==> config.mk <==
export PLATFORM = sky130hd
export DESIGN_NAME = rr_arb2
export DESIGN_NICKNAME = d
export VERILOG_FILES = /design/src/rtl/rr_arb2_pkg.sv /design/src/rtl/rr_arb2_mux2x1.sv /design/src/rtl/rr_arb2.sv
export SDC_FILE = /design/constraint.sdc
export NUM_CORES = 1
export LEC_CHECK = 0
export BUFFER_PORTS_ARGS = -buffer_cell sky130_fd_sc_hd__buf_2
export CAP_MARGIN = 30
export CORE_AREA = 2 2 39 41
export CTS_CLUSTER_DIAMETER = 100
export DETAILED_ROUTE_END_ITERATION = 8
export DIE_AREA = 0 0 41 43
export PLACE_DENSITY_LB_ADDON = 0.1
export SYNTH_ARGS = -nofsm -noshare
export SYNTH_HDL_FRONTEND = slang
export SYNTH_SLANG_ARGS = --single-unit
export TNS_END_PERCENT = 100
==> constraint.sdc <==
create_clock -name clk -period 1.5 [get_ports clk]
set_input_delay 0.15 -clock clk [delete_from_list [all_inputs] [get_ports clk]]
set_output_delay 0.15 -clock clk [all_outputs]
set_load 0.1 [all_outputs]
==> src/rtl/rr_arb2_pkg.sv <==
// Shared constants and types for the two-channel round-robin arbiter.
package rr_arb2_pkg;

  localparam logic SEL_A = 1'b0;
  localparam logic SEL_B = 1'b1;

  typedef enum logic {
    EMPTY = 1'b0,
    FULL  = 1'b1
  } slot_state_t;

endpackage

==> src/rtl/rr_arb2_mux2x1.sv <==
// Existing 1-bit 2:1 mux cell: y = sel ? b : a.
module mux2x1 (
  input  logic a,
  input  logic b,
  input  logic sel,
  output logic y
);

  assign y = sel ? b : a;

endmodule

==> src/rtl/rr_arb2.sv <==
// Two-channel round-robin arbiter feeding a single registered output slot.
module rr_arb2
  import rr_arb2_pkg::*;
#(
  parameter int unsigned WIDTH = 8
) (
  input  logic             clk,
  input  logic             rst_n,
  input  logic             a_valid,
  input  logic [WIDTH-1:0] a_data,
  output logic             a_ready,
  input  logic             b_valid,
  input  logic [WIDTH-1:0] b_data,
  output logic             b_ready,
  output logic             y_valid,
  output logic [WIDTH-1:0] y_data,
  input  logic             y_ready,
  output logic             sel
);

  slot_state_t      state_q;
  slot_state_t      state_d;
  logic             last_grant_q;
  logic             gnt_any;
  logic             gnt_sel;
  logic             load_en;
  logic [WIDTH-1:0] mux_y;

  // Grant: contention goes to the channel that did not win last time.
  always_comb begin
    gnt_any = a_valid | b_valid;
    gnt_sel = SEL_A;
    if (a_valid && b_valid) begin
      gnt_sel = ~last_grant_q;
    end else if (b_valid) begin
      gnt_sel = SEL_B;
    end
  end

  assign load_en = (state_q == EMPTY) || y_ready;

  // Readies are held low throughout reset so nothing is consumed then.
  assign a_ready = rst_n & load_en & gnt_any & (gnt_sel == SEL_A);
  assign b_ready = rst_n & load_en & gnt_any & (gnt_sel == SEL_B);

  for (genvar i = 0; i < int'(WIDTH); i++) begin : g_mux
    mux2x1 u_mux (
      .a   (a_data[i]),
      .b   (b_data[i]),
      .sel (gnt_sel),
      .y   (mux_y[i])
    );
  end

  // Slot next state: a load refills (drain+load in one cycle), otherwise a drain empties.
  always_comb begin
    state_d = state_q;
    if (load_en) begin
      state_d = gnt_any ? FULL : EMPTY;
    end
  end

  always_ff @(posedge clk) begin
    if (!rst_n) begin
      state_q      <= EMPTY;
      y_data       <= '0;
      sel          <= SEL_A;
      last_grant_q <= SEL_B;
    end else begin
      state_q <= state_d;
      if (load_en && gnt_any) begin
        y_data       <= mux_y;
        sel          <= gnt_sel;
        last_grant_q <= gnt_sel;
      end
    end
  end

  assign y_valid = (state_q == FULL);

endmodule

After elaboration in Yosys (flattened, before gate mapping)
Cells that the tools add are included.
{"block": "totals", "ff_bits": 11, "inputBits": 21, "output_inout_bits": 12, "wordCells": 26}
{"block": "classes", "muxes": 11, "bitwise_logic": 8, "n_reduce_logical": 3}
{"operator": "two-way mux 1 bit", "count": 11}
{"operator": "AND 1 bit", "count": 4}
{"operator": "inverter 1 bit", "count": 3}
{"operator": "logical AND 1 bit", "count": 2}
{"operator": "logical OR 1 bit", "count": 1}
{"operator": "OR 1 bit", "count": 1}

Logic depth before layout (Yosys ltp)
Gate-level depths: netlist of the first run.
{"block": "logic_depth", "depth_word": 5, "ltp_mapped": 4, "ltp_nobuf": 3}

Modules after synthesis
Synthesis of the first run repeated with hierarchy kept, for this count alone.
{"block": "unflattened", "hier_cells": 58, "hier_area_um2": 590.6}
{"module": "rr_arb2", "n_inst": 1, "cells_per_inst": 50, "area_per_inst_um2": 470.5, "seq_area_each_um2": 220.2}
{"module": "mux2x1", "n_inst": 8, "cells_per_inst": 1, "area_per_inst_um2": 15.0, "seq_area_each_um2": 0.0}

Worst setup path after synthesis of the first run
OpenSTA, ideal clock, no wires.
{"block": "synth_path", "path_type": "flip-flop to output port", "from": "register state_q, in the netlist y_valid", "to": "output a_ready", "arrival_time_ns": 2.679, "t_required_ns": 1.350, "path_slack_ns": -1.329, "path_stages_with_launch": 5, "path_buffers": 1, "cell_sequence": "dfxtp_1 > nand2b_1 > buf_2 > nand3_1 > a21oi_1"}
{"block": "synth_via", "elab_chain_len": 5}
{"item": "from (decl)", "line": "rr_arb2.sv:21", "source": "slot_state_t state_q;"}
{"item": "from (signal assigned)", "line": "rr_arb2.sv:70", "source": "state_q <= state_d;"}
{"item": "inverter 1 bit", "line": "rr_arb2.sv:40", "source": "assign load_en = (state_q == EMPTY) || y_ready;"}
{"item": "logical OR 1 bit", "line": "rr_arb2.sv:40"}
{"item": "AND 1 bit (3 in series)", "line": "rr_arb2.sv:43", "source": "assign a_ready = rst_n & load_en & gnt_any & (gnt_sel == SEL_A);"}
{"item": "to (decl)", "line": "rr_arb2.sv:11", "source": "output logic a_ready,"}
Every way passes these cells.

Worst setup path in the final report of the first run
{"block": "layout_path", "from": "register last_grant_q", "to": "output b_ready"}
{"block": "layout_via", "elab_chain_len": 3}
{"item": "from (decl)", "line": "rr_arb2.sv:23", "source": "logic last_grant_q;"}
{"item": "from (signal assigned)", "line": "rr_arb2.sv:74", "source": "last_grant_q <= gnt_sel;"}
{"item": "inverter 1 bit", "line": "rr_arb2.sv:34", "source": "gnt_sel = ~last_grant_q;"}
{"item": "two-way mux 1 bit", "line": "rr_arb2.sv:33", "source": "if (a_valid && b_valid) begin"}
{"item": "AND 1 bit", "line": "rr_arb2.sv:44", "source": "assign b_ready = rst_n & load_en & gnt_any & (gnt_sel == SEL_B);"}
{"item": "to (decl)", "line": "rr_arb2.sv:14", "source": "output logic b_ready,"}
Every way passes these cells.

==> results.py, run 1 <==
metrics = {
    "status": {
        "outcome": "finished, final reports clean",
    },
    "sta": {
        "hold_violations": 0,
        "slew_headroom_pct": 67.58,
        "period_needed_ns": 1.407,
        "drv_slew": 0,
        "fin_skew_ns": 0.003010,
        "tns_ns": 0,
        "rsz0062_at_grt": "no",
        "setup_viol": 0,
        "period_share_pct": 93.81,
        "hold_slack_ns": 0.1146,
        "maxClockFrequency_mhz": 710.6,
        "worst_slew_pin_slew_ns": 0.4897,
    },
    "hold_path": {
        "hold_class": "in -> reg",
    },
    "placed_design": {
        "place_congestion": 0.7902,
        "io_buffers": 32,
        "hpwlAfterDp_mm": 1.036,
        "placed_area_sq_um": 758.2,
    },
    "die": {
        "core_sq_um": 1384,
        "num_rows": 14,
        "start_util_pct": 37.61,
        "io-pin-count": 33,
        "die_y_um": 43,
        "fp.dieW_um": 41,
        "fp.dieArea_sq_um": 1763,
    },
    "synthesis": {
        "synth_area_leaders": "dfxtp_1, a311oi_1, a21oi_1",
        "synth_top_family_by_area": "compound AO/OA/AOI/OAI gates",
        "syn-cell-area_sq_um": 520.5,
        "yosys_warnings": 0,
        "synth_fa_ha_area_share_pct": 0,
        "synth-simple-area-share_pct": 21.15,
        "avgSynthCellArea_sq_um": 8.133,
        "ys_ff_latch": 11,
        "yosys.area_share.xor_xnor_pct": 0,
        "syn-instance-count": 64,
        "syn-num-nets": 85,
        "synth_top_cell_by_area": "dfxtp_1",
        "synth-seq-area-share_pct": 42.31,
        "synth_mux_area_share_pct": 0,
        "synth_compound_area_share_pct": 29.33,
        "synth.top_cell.area_share_pct": 42.31,
        "synth_cell_types": 17,
    },
    "power_and_ir_drop": {
        "p_total_mw": 0.9113,
        "power_switching_mw": 0.4025,
        "intPower_mw": 0.5088,
        "seqPwrFrac_pct": 36.4,
        "switching_share_pct": 44.16,
        "leakage_nw": 0.3689,
        "powerDensity_nw_per_um2": 1158,
        "clkPwrFrac_pct": 23.0,
        "pwr-share-comb_pct": 40.6,
        "ir_worst_vdd_uv": 462.4,
    },
    "setup_path": {
        "required_ns": 1.35,
        "end_kind": "output port",
        "critPathKind": "reg -> out",
        "crit_chain": "a21bo_1, nor2_4, buf_12",
        "critPathMaxStageDelay_ns": 0.34,
        "critical_path_arrival_ns": 1.26,
        "start_kind": "flip-flop",
        "slowest_stage": "dfxtp_1",
        "crit_fanout": 9,
    },
    "finish": {
        "stdcell_area_sq_um": 787.0,
        "syn2layout_area_growth_pct": 51.20,
        "antennaDiodeCount": 0,
        "finalNetCount": 119,
        "drive_above_1_share_pct": 44.33,
    },
    "clock_tree": {
        "cts_tree": "yes",
        "cts_buffers": 3,
        "cts_sinks": 11,
        "path_clk_slew_ns": 0.07,
        "h-tree-depth": 1,
        "root_buffer": "clkbuf_4",
        "clkLatencyLatePin_ns": 0.27,
        "cts_hold_buf": 0,
        "ctsResizeCount": 0,
        "post_cts_buffers": 0,
        "clockBufferDepth": 2,
    },
    "routing": {
        "ant_nets": 0,
        "vias": 594,
        "drc": 0,
        "drt_iter0_drc": 5,
        "wl_mm": 1.380,
        "wl_per_cell_um": 12.21,
        "drt_first_pass_iters": 2,
        "avgViaCountPerCell": 5.257,
    },
    "global_routing": {
        "grt_overflow_total": 0,
        "grt_pass1_wl_mm": 2.187,
        "grt_use_total_pct": 18.16,
        "grt_max_degree": 14,
        "grt_pass1_vias": 525,
        "antenna_found_initial": 0,
    },
    "flow_run": {
        "drv_cap": 0,
    },
}
## cells by family (layout without fill, tap and decap cells)
| family | Yosys count | in the layout |
|---|---|---|
| AOI/OAI and AO/OA | 22 | 22 |
| DFF | 11 | 11 |
| and+or+nand+nor | 24 | 24 |
| buffers and inverters | 7 | 40 |
## metrics by stage
step | setup WS [ns] | util, % | instances
after global placement | 0.2469 | 54.79 | 109
after global routing | 0.02393 | 56.87 | 113
after floorplan | 0.01826 | - | 64
after CTS | 0.008079 | 56.69 | 113
final | 0.09280 | 56.87 | 113
after detailed placement | 0.2310 | 54.79 | 109
## final cells by class
type,instances,area [sq um]
fillers,150,596.8
flip-flops and latches,11,224.0
well taps,16,20.02
inverters,2,7.507
clock buffers,4,26.28
repair buffers,34,205.2
multi-input cells,46,304.0
## cell usage in the layout, fill, tap and decap left out
master	instances
nand2_1	8
buf_4	2
nand3_4	1
inv_1	1
clkbuf_1	1
nor2_4	1
dfxtp_1	10
a21oi_1	10
nand3_1	9
buf_12	2
clkbuf_4	3
a21oi_4	1
a311oi_1	8
nand2_2	1
nand2b_4	1
a21bo_1	2
clkinv_1	1
or2_1	1
o211ai_1	1
nor2_1	1
buf_2	30
dfxtp_4	1
and2_1	1
## state kept, by name, summed over array words and instances (netlist names)
name          flops
last_grant_q      1
sel               1
y_data            8
y_valid           1
## metal layers
layer | routed length, um | track usage (%) | share of wire, % | vias up
li1 | - | - | - | 303
met1 | 557 | 22.88 | 40 | 265
met2 | 677 | 26.25 | 49 | 21
met3 | 111 | 4.188 | 8.0 | 5
met4 | 33 | 12.00 | 2.4 | 0
met5 | 0 | 0 | 0 | -
## power groups by stage
| stage | logic (mW) | registers, mW | clock network, mW |
|---|---|---|---|
| 3_5_place_dp | 0.371 | 0.338 | 0 |
| 3_3_place_gp | 0.371 | 0.339 | 0 |
| 6_report | 0.370 | 0.332 | 0.209 |
| 2_1_floorplan | 0.119 | 0.514 | 0 |
| 5_1_grt | 0.389 | 0.335 | 0.226 |
| 4_1_cts | 0.372 | 0.332 | 0.215 |
## worst max-delay path, delay by kind of cell, from the launching register on
family | cells | cell delay [ns]
buffers and inverters | 1 | 0.18
and+or+nand+nor | 1 | 0.17
DFF | 1 | 0.34
AOI/OAI and AO/OA | 1 | 0.30
## synth_stat cells
cell      count
and2_1        1
a21oi_1      11
buf_6         1
clkbuf_1      1
nand2b_1      1
nand3_1      10
inv_1         1
buf_2         2
nor2_1        2
o211ai_1      1
a21bo_1       2
or2_1         1
clkinv_1      1
a311oi_1      8
clkbuf_2      1
dfxtp_1      11
nand2_1       9
## final timing paths
path / slack, ns / cells after the start / from / end
max reg2reg: 0.33 / 3 / last_grant_q$_SDFFE_PN1P_ / y_data[6]$_SDFFE_PN0P_
max: 0.09 / 3 / last_grant_q$_SDFFE_PN1P_ / b_ready
min: 0.11 / 2 / rst_n / last_grant_q$_SDFFE_PN1P_
min reg2reg: 0.51 / 2 / y_data[7]$_SDFFE_PN0P_ / y_data[7]$_SDFFE_PN0P_
Power figures use the tool's default switching activity.
==> run 2, diff against run 1 <==
--- a/config.mk
+++ b/config.mk
@@ -7,11 +7,12 @@
 export LEC_CHECK = 0
 export BUFFER_PORTS_ARGS = -buffer_cell sky130_fd_sc_hd__buf_2
 export CAP_MARGIN = 30
-export CORE_AREA = 2 2 39 41
+export CORE_MARGIN = 2
+export CORE_UTILIZATION = 39
 export CTS_CLUSTER_DIAMETER = 100
 export DETAILED_ROUTE_END_ITERATION = 8
-export DIE_AREA = 0 0 41 43
 export PLACE_DENSITY_LB_ADDON = 0.1
+export REMOVE_ABC_BUFFERS = 1
 export SYNTH_ARGS = -nofsm -noshare
 export SYNTH_HDL_FRONTEND = slang
 export SYNTH_SLANG_ARGS = --single-unit
==> constraint.sdc (replaced) <==
create_clock -name clk -period 1.55 [get_ports clk]
set_input_delay 0.155 -clock clk [delete_from_list [all_inputs] [get_ports clk]]
set_output_delay 0.155 -clock clk [all_outputs]
set_load 0.1 [all_outputs]
==> results.py, run 2 (synthesis gave the netlist of run 1 again) <==
metrics = {
    "status": {
        "outcome": "finished, final reports clean",
    },
    "setup_path": {
        "crit_fanout": 9,
        "required_ns": 1.39,
        "critical_path_arrival_ns": 1.31,
        "start_kind": "flip-flop",
        "reg2reg_to": "y_data[4]$_SDFFE_PN0P_",
        "reg2reg_slack_ns": 0.39,
        "r2r_cells": 3,
        "r2r-start": "y_valid$_SDFFE_PN0P_",
        "end_kind": "output port",
        "critPathKind": "reg -> out",
    },
    "clock_tree": {
        "clockBufferDepth": 2,
        "root_buffer": "clkbuf_4",
        "cts_sinks": 11,
        "h-tree-depth": 1,
        "cts_hold_buf": 0,
        "path_clk_slew_ns": 0.08,
        "cts_tree": "yes",
        "clkLatencyLatePin_ns": 0.27,
        "cts_buffers": 3,
        "post_cts_buffers": 0,
    },
    "routing": {
        "wl_met3_um": 81,
        "avgViaCountPerCell": 5.248,
        "drt_first_pass_iters": 3,
        "drc": 0,
        "vias": 593,
        "top_layer_used": "met4",
        "drt_iter0_drc": 10,
        "drt-met1-wl_um": 612,
        "met2WireLength_um": 711,
        "wl_mm": 1.435,
        "wl_per_cell_um": 12.70,
        "ant_nets": 0,
    },
    "hold_path": {
        "hold_class": "in -> reg",
        "worstHoldStart": "rst_n",
        "hold_depth": 2,
        "hold_path_end": "last_grant_q$_SDFFE_PN1P_",
    },
    "finish": {
        "layout_commonest_cell": "buf_2",
        "final_cell_mix": "buf_2, dfxtp_1, nand3_1, a21oi_1, nand2_1",
        "syn2layout_area_growth_pct": 45.43,
        "antennaDiodeCount": 0,
        "top_register": "y_data",
        "finalNetCount": 120,
        "fin_cells": 113,
        "drive_above_1_share_pct": 41.84,
        "largest_register_ff_count": 8,
    },
    "placed_design": {
        "placedCellCount": 109,
        "hpwlAfterDp_mm": 1.047,
        "place_congestion": 0.7589,
        "io_buffers": 32,
        "dp_slack_ns": 0.2614,
    },
    "power_and_ir_drop": {
        "p_total_mw": 0.8738,
        "ir_worst_vdd_uv": 514.0,
        "powerDensity_nw_per_um2": 1154,
        "leakage_nw": 0.3624,
    },
    "sta": {
        "setup_viol": 0,
        "hold_slack_ns": 0.1147,
        "fin_ws_ns": 0.08747,
        "worst_slew_pin_slew_ns": 0.4843,
        "drv_slew": 0,
        "slew_headroom_pct": 67.94,
        "period_needed_ns": 1.463,
        "hold_violations": 0,
        "maxClockFrequency_mhz": 683.7,
        "fin_skew_ns": 0.003595,
        "rsz0062_at_grt": "yes",
        "tns_ns": 0,
        "period_share_pct": 94.36,
    },
    "global_routing": {
        "grt_overflow_total": 0,
        "antenna_found_initial": 0,
        "grt_pass1_wl_mm": 2.256,
        "grt_max_degree": 14,
        "grt_use_total_pct": 21.12,
        "grt_pass1_vias": 544,
    },
    "die": {
        "io-pin-count": 33,
        "die_y_um": 40.53,
        "fp.dieArea_sq_um": 1643,
        "start_util_pct": 41.03,
        "num_rows": 13,
        "fp.dieW_um": 40.53,
        "core_sq_um": 1269,
    },
    "flow_run": {
        "drv_cap": 0,
    },
}
==> run 2: final cells by class <==
cell class / count / area (sq um)
multi-input cells: 46 / 271.5
repair buffers: 35 / 212.7
flip-flops and latches: 11 / 220.2
inverters: 2 / 7.507
well taps: 15 / 18.77
fillers: 129 / 511.7
clock buffers: 4 / 26.28
==> run 2: critical path: stages (launching register included) <==
cell and delay, ns:
dfxtp_1 0.32, nand2b_2 0.16, nand3_1 0.16, a21oi_2 0.19
buf_12 0.20
==> run 2: routing by layer <==
| layer | up-vias | global-route usage, % |
|---|---|---|
| met5 | - | 0 |
| met4 | 0 | 10.83 |
| met3 | 4 | 3.889 |
| met2 | 18 | 35.32 |
| met1 | 266 | 25.33 |
| li1 | 305 | - |
==> run 2: stage by stage <==
stage,instance area [sq um],utilization [%]
6_report,757.0,59.66
2_1_floorplan,490.5,-
3_3_place_gp,721.9,56.90
3_5_place_dp,721.9,56.90
4_1_cts,750.7,59.17
5_1_grt,757.0,59.66
==> run 2: how the worst max path moves through the flow <==
stage | startpoint | end | slack (ns) | cells past startpoint
3_3_place_gp | b_valid | b_ready | 0.27 | 4
6_report | y_valid$_SDFFE_PN0P_ | a_ready | 0.09 | 4
2_1_floorplan | y_valid$_SDFFE_PN0P_ | a_ready | -1.29 | 3
3_5_place_dp | b_valid | b_ready | 0.26 | 4
5_1_grt | y_valid$_SDFFE_PN0P_ | a_ready | -0.01 | 4
4_1_cts | y_valid$_SDFFE_PN0P_ | a_ready | 0.05 | 4
==> run 2: report_power, final <==
group	total, mW	internal, mW	switching [mW]	leakage (nW)
combinational	0.352	0.0827	0.269	0.256
sequential	0.321	0.309	0.0127	0.0916
clock	0.201	0.0995	0.101	0.0150
total	0.874	0.491	0.383	0.362
==> run 2: timing repair <==
action / CTS / global route
resized for setup: 1 / 2
cloned: 0 / 0
endpoints found under the setup margin: 2 / 1
